$ cat src/rtl/grf_wb_pkg.sv
// Shared widths and payload types for the GRF write-back arbiter and its MDU result FIFO.
package grf_wb_pkg;

  localparam int unsigned REG_AW = 5;
  localparam int unsigned DATA_W = 32;
  localparam int unsigned NREGS  = 1 << REG_AW;

  typedef struct packed {
    logic [REG_AW-1:0] a3;
    logic [DATA_W-1:0] wd;
    logic [DATA_W-1:0] pc;
  } wb_req_t;

  typedef struct packed {
    logic    live;
    wb_req_t req;
  } wb_entry_t;

endpackage

$ cat src/rtl/grf_wb_arbiter_if.sv
// W-stage, MDU and GRF write-port signals of the write-back arbiter.
interface grf_wb_arbiter_if #(
  parameter int unsigned AW    = 5,
  parameter int unsigned DW    = 32,
  parameter int unsigned DEPTH = 4
);
  localparam int unsigned CW = $clog2(DEPTH) + 1;

  logic          pipe_we;
  logic [AW-1:0] pipe_a3;
  logic [DW-1:0] pipe_wd;
  logic [DW-1:0] pipe_pc;
  logic          mdu_valid;
  logic          mdu_ready;
  logic [AW-1:0] mdu_a3;
  logic [DW-1:0] mdu_wd;
  logic [DW-1:0] mdu_pc;
  logic          grf_we;
  logic [AW-1:0] grf_a3;
  logic [DW-1:0] grf_wd;
  logic [DW-1:0] grf_pc;
  logic [31:0]   pend_mask;
  logic [CW-1:0] fifo_count;

  modport master (
    output pipe_we, pipe_a3, pipe_wd, pipe_pc, mdu_valid, mdu_a3, mdu_wd, mdu_pc,
    input  mdu_ready, grf_we, grf_a3, grf_wd, grf_pc, pend_mask, fifo_count
  );

  modport slave (
    input  pipe_we, pipe_a3, pipe_wd, pipe_pc, mdu_valid, mdu_a3, mdu_wd, mdu_pc,
    output mdu_ready, grf_we, grf_a3, grf_wd, grf_pc, pend_mask, fifo_count
  );
endinterface

$ cat src/rtl/grf_wb_arbiter_wb_fifo.sv
// Circular MDU result buffer with kill-by-address; exposes the live-register mask of its next state.
module wb_fifo
  import grf_wb_pkg::*;
#(
  parameter  int unsigned DEPTH = 4,
  localparam int unsigned PW    = $clog2(DEPTH),
  localparam int unsigned CW    = PW + 1
) (
  input  logic              clk,
  input  logic              reset,
  input  logic              i_push,
  input  wb_entry_t         i_push_entry,
  input  logic              i_pop,
  input  logic              i_kill,
  input  logic [REG_AW-1:0] i_kill_a3,
  output wb_entry_t         o_head,
  output logic [CW-1:0]     o_count,
  output logic              o_empty,
  output logic              o_full,
  output logic [NREGS-1:0]  o_live_mask_nxt
);

  wb_entry_t         r_mem [DEPTH];
  logic [PW-1:0]     r_rd;
  logic [PW-1:0]     r_wr;
  logic [CW-1:0]     r_count;

  wb_entry_t         w_mem [DEPTH];
  logic [PW-1:0]     w_rd;
  logic [PW-1:0]     w_wr;
  logic [CW-1:0]     w_count;
  logic [PW-1:0]     w_off;
  logic [NREGS-1:0]  w_mask;

  // Kill is applied before the push so a same-cycle push survives the pipe write.
  always_comb begin
    w_mem   = r_mem;
    w_off   = '0;
    w_mask  = '0;
    for (int i = 0; i < int'(DEPTH); i++) begin
      if (i_kill && (r_mem[i].req.a3 == i_kill_a3)) w_mem[i].live = 1'b0;
    end
    if (i_push) w_mem[r_wr] = i_push_entry;
    w_rd    = r_rd + PW'(i_pop);
    w_wr    = r_wr + PW'(i_push);
    w_count = r_count + CW'(i_push) - CW'(i_pop);
    for (int i = 0; i < int'(DEPTH); i++) begin
      w_off = PW'(i) - w_rd;
      if (({1'b0, w_off} < w_count) && w_mem[i].live) w_mask[w_mem[i].req.a3] = 1'b1;
    end
    w_mask[0] = 1'b0;
  end

  always_ff @(posedge clk or negedge reset) begin
    if (!reset) begin
      for (int i = 0; i < int'(DEPTH); i++) r_mem[i] <= '0;
      r_rd    <= '0;
      r_wr    <= '0;
      r_count <= '0;
    end else begin
      for (int i = 0; i < int'(DEPTH); i++) r_mem[i] <= w_mem[i];
      r_rd    <= w_rd;
      r_wr    <= w_wr;
      r_count <= w_count;
    end
  end

  assign o_head          = r_mem[r_rd];
  assign o_count         = r_count;
  assign o_empty         = (r_count == '0);
  assign o_full          = (r_count == CW'(DEPTH));
  assign o_live_mask_nxt = w_mask;

endmodule

$ cat src/rtl/grf_wb_arbiter.sv
// GRF write-port arbiter: W stage has priority, MDU results drain from a FIFO.
// Optional WB_TRACE_EN prints a trace line for every committed write.
module grf_wb_arbiter
  import grf_wb_pkg::*;
#(
  parameter int unsigned DEPTH = 4,
  parameter int unsigned AW    = REG_AW,
  parameter int unsigned DW    = DATA_W
) (
  input  logic             clk,
  input  logic             reset,
  grf_wb_arbiter_if.slave  io_wb
);

  localparam int unsigned CW = $clog2(DEPTH) + 1;

  logic              w_pipe_commit;
  logic              w_pop;
  logic              w_push;
  logic              w_empty;
  logic              w_full;
  wb_entry_t         w_head;
  wb_entry_t         w_push_entry;
  logic [CW-1:0]     w_count;
  logic [NREGS-1:0]  w_mask_nxt;

  logic              w_we_n;
  logic [AW-1:0]     w_a3_n;
  logic [DW-1:0]     w_wd_n;
  logic [DW-1:0]     w_pc_n;

  logic              r_grf_we;
  logic [AW-1:0]     r_grf_a3;
  logic [DW-1:0]     r_grf_wd;
  logic [DW-1:0]     r_grf_pc;
  logic [31:0]       r_pend_mask;

  // A write to $0 is a no-write: it neither commits nor blocks a pop; an MDU result to $0 is dropped.
  assign w_pipe_commit = io_wb.pipe_we && (io_wb.pipe_a3 != '0);
  assign w_pop         = !w_pipe_commit && !w_empty;
  assign w_push        = io_wb.mdu_valid && io_wb.mdu_ready && (io_wb.mdu_a3 != '0);

  assign w_push_entry.live   = 1'b1;
  assign w_push_entry.req.a3 = REG_AW'(io_wb.mdu_a3);
  assign w_push_entry.req.wd = DATA_W'(io_wb.mdu_wd);
  assign w_push_entry.req.pc = DATA_W'(io_wb.mdu_pc);

  wb_fifo #(.DEPTH(DEPTH)) u_fifo (
    .clk             (clk),
    .reset           (reset),
    .i_push          (w_push),
    .i_push_entry    (w_push_entry),
    .i_pop           (w_pop),
    .i_kill          (w_pipe_commit),
    .i_kill_a3       (REG_AW'(io_wb.pipe_a3)),
    .o_head          (w_head),
    .o_count         (w_count),
    .o_empty         (w_empty),
    .o_full          (w_full),
    .o_live_mask_nxt (w_mask_nxt)
  );

  // Next GRF write: pipe first, else FIFO head (a dead head produces an idle cycle).
  always_comb begin
    w_we_n = 1'b0;
    w_a3_n = '0;
    w_wd_n = '0;
    w_pc_n = '0;
    if (w_pipe_commit) begin
      w_we_n = 1'b1;
      w_a3_n = io_wb.pipe_a3;
      w_wd_n = io_wb.pipe_wd;
      w_pc_n = io_wb.pipe_pc;
    end else if (w_pop && w_head.live) begin
      w_we_n = 1'b1;
      w_a3_n = AW'(w_head.req.a3);
      w_wd_n = DW'(w_head.req.wd);
      w_pc_n = DW'(w_head.req.pc);
    end
  end

  always_ff @(posedge clk or negedge reset) begin
    if (!reset) begin
      r_grf_we    <= 1'b0;
      r_grf_a3    <= '0;
      r_grf_wd    <= '0;
      r_grf_pc    <= '0;
      r_pend_mask <= '0;
    end else begin
      r_grf_we    <= w_we_n;
      r_grf_a3    <= w_a3_n;
      r_grf_wd    <= w_wd_n;
      r_grf_pc    <= w_pc_n;
      r_pend_mask <= 32'(w_mask_nxt);
`ifdef WB_TRACE_EN
      if (w_we_n) $display("%d@%h: $%d <= %h", $time, w_pc_n, w_a3_n, w_wd_n);
`endif
    end
  end

  assign io_wb.mdu_ready  = !w_full;
  assign io_wb.grf_we     = r_grf_we;
  assign io_wb.grf_a3     = r_grf_a3;
  assign io_wb.grf_wd     = r_grf_wd;
  assign io_wb.grf_pc     = r_grf_pc;
  assign io_wb.pend_mask  = r_pend_mask;
  assign io_wb.fifo_count = w_count;

endmodule

$ cat src/flat_wrapper.sv
// flat-port wrapper written by rule: the top's interface ports become plain ports
module grf_wb_arbiter_flat import grf_wb_pkg::*;
#(
  parameter int unsigned DEPTH = 4,
  parameter int unsigned AW    = REG_AW,
  parameter int unsigned DW    = DATA_W
)
  (clk, reset, io_wb_pipe_we, io_wb_pipe_a3, io_wb_pipe_wd, io_wb_pipe_pc, io_wb_mdu_valid, io_wb_mdu_a3, io_wb_mdu_wd, io_wb_mdu_pc, io_wb_mdu_ready, io_wb_grf_we, io_wb_grf_a3, io_wb_grf_wd, io_wb_grf_pc, io_wb_pend_mask, io_wb_fifo_count);
  grf_wb_arbiter_if #(.AW(AW), .DW(DW), .DEPTH(DEPTH)) io_wb_i ();
  input  logic clk;
  input  logic reset;
  input wire logic [$bits(io_wb_i.pipe_we)-1:0] io_wb_pipe_we;
  input wire logic [$bits(io_wb_i.pipe_a3)-1:0] io_wb_pipe_a3;
  input wire logic [$bits(io_wb_i.pipe_wd)-1:0] io_wb_pipe_wd;
  input wire logic [$bits(io_wb_i.pipe_pc)-1:0] io_wb_pipe_pc;
  input wire logic [$bits(io_wb_i.mdu_valid)-1:0] io_wb_mdu_valid;
  input wire logic [$bits(io_wb_i.mdu_a3)-1:0] io_wb_mdu_a3;
  input wire logic [$bits(io_wb_i.mdu_wd)-1:0] io_wb_mdu_wd;
  input wire logic [$bits(io_wb_i.mdu_pc)-1:0] io_wb_mdu_pc;
  output wire logic [$bits(io_wb_i.mdu_ready)-1:0] io_wb_mdu_ready;
  output wire logic [$bits(io_wb_i.grf_we)-1:0] io_wb_grf_we;
  output wire logic [$bits(io_wb_i.grf_a3)-1:0] io_wb_grf_a3;
  output wire logic [$bits(io_wb_i.grf_wd)-1:0] io_wb_grf_wd;
  output wire logic [$bits(io_wb_i.grf_pc)-1:0] io_wb_grf_pc;
  output wire logic [$bits(io_wb_i.pend_mask)-1:0] io_wb_pend_mask;
  output wire logic [$bits(io_wb_i.fifo_count)-1:0] io_wb_fifo_count;
  assign io_wb_i.pipe_we = io_wb_pipe_we;
  assign io_wb_i.pipe_a3 = io_wb_pipe_a3;
  assign io_wb_i.pipe_wd = io_wb_pipe_wd;
  assign io_wb_i.pipe_pc = io_wb_pipe_pc;
  assign io_wb_i.mdu_valid = io_wb_mdu_valid;
  assign io_wb_i.mdu_a3 = io_wb_mdu_a3;
  assign io_wb_i.mdu_wd = io_wb_mdu_wd;
  assign io_wb_i.mdu_pc = io_wb_mdu_pc;
  assign io_wb_mdu_ready = io_wb_i.mdu_ready;
  assign io_wb_grf_we = io_wb_i.grf_we;
  assign io_wb_grf_a3 = io_wb_i.grf_a3;
  assign io_wb_grf_wd = io_wb_i.grf_wd;
  assign io_wb_grf_pc = io_wb_i.grf_pc;
  assign io_wb_pend_mask = io_wb_i.pend_mask;
  assign io_wb_fifo_count = io_wb_i.fifo_count;
  grf_wb_arbiter #(.DEPTH(DEPTH), .AW(AW), .DW(DW)) u_core (.clk(clk), .reset(reset), .io_wb(io_wb_i));
endmodule
$ cat config.mk
export PLATFORM = sky130hd
export DESIGN_NAME = grf_wb_arbiter_flat
export DESIGN_NICKNAME = d
export VERILOG_FILES = /design/src/rtl/grf_wb_pkg.sv /design/src/rtl/grf_wb_arbiter_if.sv /design/src/rtl/grf_wb_arbiter_wb_fifo.sv /design/src/rtl/grf_wb_arbiter.sv /design/src/flat_wrapper.sv
export SDC_FILE = /design/constraint.sdc
export NUM_CORES = 1
export LEC_CHECK = 0
export BUFFER_PORTS_ARGS = -buffer_cell sky130_fd_sc_hd__buf_2
export CORE_ASPECT_RATIO = 1.25
export CORE_MARGIN = 4
export CORE_UTILIZATION = 50
export CTS_CLUSTER_DIAMETER = 150
export DETAILED_ROUTE_END_ITERATION = 6
export PLACE_DENSITY = 0.71
export SYNTH_ARGS = -nofsm -noshare
export SYNTH_HDL_FRONTEND = slang
export SYNTH_HIERARCHICAL = 1
export SYNTH_SLANG_ARGS = --single-unit
$ cat constraint.sdc
create_clock -name clk -period 9.6 [get_ports clk]
set_input_delay 0.96 -clock clk [delete_from_list [all_inputs] [get_ports clk]]
set_output_delay 0.96 -clock clk [all_outputs]
set_load 0.01 [all_outputs]
==> summary.txt <==
Status
  – Status: completed

Clock tree
  – H-tree depth: 2
  – Reg clk slew, reported paths: about 0.060 ns
  – Clock sink count: between 300 and 400
  – Hold buffers post-CTS: 0
  – TritonCTS clock tree: yes
  – Worst-case clock buffer depth: 3
  – Clock Latency Late Sink: 0.55 ns
  – Clk root buf: clkbuf_16
  – TritonCTS Buffers: 40
  – Post_cts resized: 0
  – Post-CTS setup repair buffer count: 0

Floorplan
  – Std-Cell Core Area: ~36000 sq um
  – Die area: 40200 sq um
  – Die Wd: 180 um
  – FP Rows: 78
  – Die Ht: 223 um
  – Starting Density: 0.509
  – Io pins: 248

Power and ir drop
  – Leakage power: 10.7 nW
  – Register share of total power: 0.377
  – Worst VDD drop: roughly 0.28 mV
  – Net switching power: 3.07 mW
  – PwrDens: 352 nW/um^2
  – Clock network power share: 0.208
  – Total Power: 7.50 mW
  – Combinational share of power: 0.415
  – Switching share of power: 0.409
  – Cell Int Power: between 4 and 5 mW

Global route
  – GR Overflow Total: 0
  – Largest net degree at the start of global routing: 181
  – Antenna violations before repair: 12
  – Total track usage: 0.278
  – First-pass GRT wire length: 89900 um
  – Vias in the first global route: 16.3k

Logic synthesis
  – Distinct cells, synth: 66
  – Sequential area share after synthesis: 0.525
  – Syn. warnings: 6
  – Synth Cell Area: 18500 sq um
  – Asr flop ratio synth: 1.00
  – Post-Syn Area per Cell: 9.48 sq um
  – Mapped Cells: 1954
  – Post-synth EDFFs: 0
  – Yosys reg bits: slightly below 400
  – Ys flop type: dfrtp_1

Drt
  – Vias per cell: 5.77
  – Total wire length: 56400 um
  – Via count: 15.3k
  – Detailed-route wire length per cell: 21.3 um
  – Iter 0 DRT Violations: 1295
  – DR pass1 iterations: 6
  – # DRC: 0
  – Antenna-violating nets left: 0

STA
  – Fmax: 212 MHz
  – TNS Setup: 0 ns
  – Final Slew Violations: 0
  – Worst Max-Slew Pin Slew: 1.24 ns
  – Max_slew headroom: 0.176
  – Hold Fails Final Rpt: 0
  – Clock skew: between 0.02 and 0.03 ns
  – Final period util: 0.491
  – Post-layout min period: between 4 and 5 ns
  – Setup-failing EPs final: 0
  – RSZ-0062 raised after global routing: no

Final layout
  – Post-route cell area: 21300 sq um
  – Commonest non-fill, non-tap cell in the layout: nand2_1
  – Fillers: 3134
  – Layout cells sized above 1: 0.212
  – Most frequent cells in the layout: nand2_1, dfrtp_1, buf_2
  – Final #Nets: 2282
  – Area Overhead vs Synth: 15.1%

Placed design
  – Dpl cell area: 20000 sq um
  – Port-buffer cells: 247
  – Final HPWL DP: 34800 um
  – Final Wtd Congestion: 0.924

Setup path
  – CP required: between 10 and 15 ns
  – Kind of critical path: in -> reg
  – Peak fanout along the critical path: 26
  – CP Launch Type: input pin
  – Crit path DAT: around 5.2 ns
  – Setup crit end kind: register

Job
  – Max Cap Viol: 0

Hold path
  – HP Class: in -> async
[layout make-up]
class / instances / area, sq um / area share
flip-flops and latches: 389 / 9740 / 0.457
multi-input cells: 1404 / 8130 / 0.381
repair buffers: 268 / 1420 / 0.0665
clock buffers: 58 / 1160 / 0.0544
well taps: 480 / 601 / 0.0282
clock inverters: 11 / 140 / 0.00657
inverters: 28 / 106 / 0.00499
diodes: 8 / 20.0 / 0.000939
[synthesized netlist by cell type (4+ instances only)]
library cell  instances  area [sq um]
a21oi_1               7          35.0
a22oi_1               8          60.1
a32o_1                5          50.1
a32oi_1               7          61.3
and3_1                4          25.0
buf_1                11          41.3
buf_2                24           120
buf_6                 7          78.8
clkbuf_1             92           345
dfrtp_1             389          9730
ha_1                  8           100
inv_1                27           101
mux2_2                4          45.0
mux2i_1               8          80.1
mux4_2               70          1580
nand2_1             978          3670
nand2b_1              6          37.5
nand3_1              26           130
nand3b_1             12          90.1
nand4_1              23           144
nand4b_1             11          96.3
nor2_1               11          41.3
nor3_1                5          25.0
nor3b_1               4          30.0
nor4_1                4          25.0
o2111ai_1            16           140
o21ai_0              27           135
o21ai_1               4          20.0
o221ai_1             12           105
o22ai_1              34           213
o22ai_2              30           375
o41ai_1              10          87.6
xnor2_1               6          52.6
xor2_1               17           149
[worst paths after layout]
check / start / endpoint / slack (ns) / cells past startpoint
hold reg to reg: register / register / 0.47 / 2
setup / recovery: io_wb_pipe_a3[4] / u_core/io_wb.pend_mask[23] / 4.88 / 15
setup reg to reg: u_core/u_fifo/o_count[1] / u_core/io_wb.pend_mask[23] / 5.39 / 12
max in group asynchronous: reset / asynchronous set/reset pin / 6.99 / 3
min in group clk: register / register / 0.47 / 2
hold / removal: reset / u_core/u_fifo/o_count[1] / 0.44 / 1
[stage by stage]
step                hold WS (ns)  std cells  worst slack, ns   util
global route               0.482       2645             4.63  0.585
CTS                        0.458       2638             4.93  0.585
finish                     0.442       2646             4.88  0.586
floorplan                  0.440       1957             5.18      -
detailed placement         0.457       2569             4.33  0.549
global placement           0.452       2569             4.37  0.549
[layer usage]
| layer | routed length [um] | track usage |
|---|---|---|
| met1 | 22300 | 0.351 |
| met2 | 28200 | 0.484 |
| met3 | 4010 | 0.0504 |
| met4 | 1760 | 0.0983 |
| met5 | 57 | 0 |
[critical path, cell delays in order]
cell	delay, ns
buf_2	0.16
or4_4	0.58
o21ai_2	0.24
clkinv_2	0.09
nor2_1	0.15
ha_1	0.25
inv_1	0.05
ha_1	0.15
fa_1	0.44
inv_1	0.14
ha_1	0.24
a21o_1	0.18
a221oi_4	1.00
nand2_2	0.24
o221ai_1	0.27
[cells by family after synthesis]
group | count (synthesis) | synth area share
other | 2 | 0.000405
xor gates and xnor gates | 24 | 0.0122
and+or+nand+nor | 1101 | 0.242
adders and majority gates | 9 | 0.00648
AOI/OAI and AO/OA | 183 | 0.0837
DFF | 389 | 0.525
muxes | 82 | 0.0919
buffers and inverters | 164 | 0.0381
[power groups by stage]
| stage | Sequential (mW) | Combinational, mW | Clock [mW] |
|---|---|---|---|
| after global routing | 2.90 | 3.41 | 1.67 |
| final | 2.82 | 3.11 | 1.56 |
| after floorplan | 2.64 | 2.25 | 0 |
| after detailed placement | 2.83 | 3.08 | 0 |
| after CTS | 2.81 | 3.10 | 1.59 |
| after global placement | 2.81 | 3.03 | 0 |
Note: power is estimated with default switching activity, not from simulation.
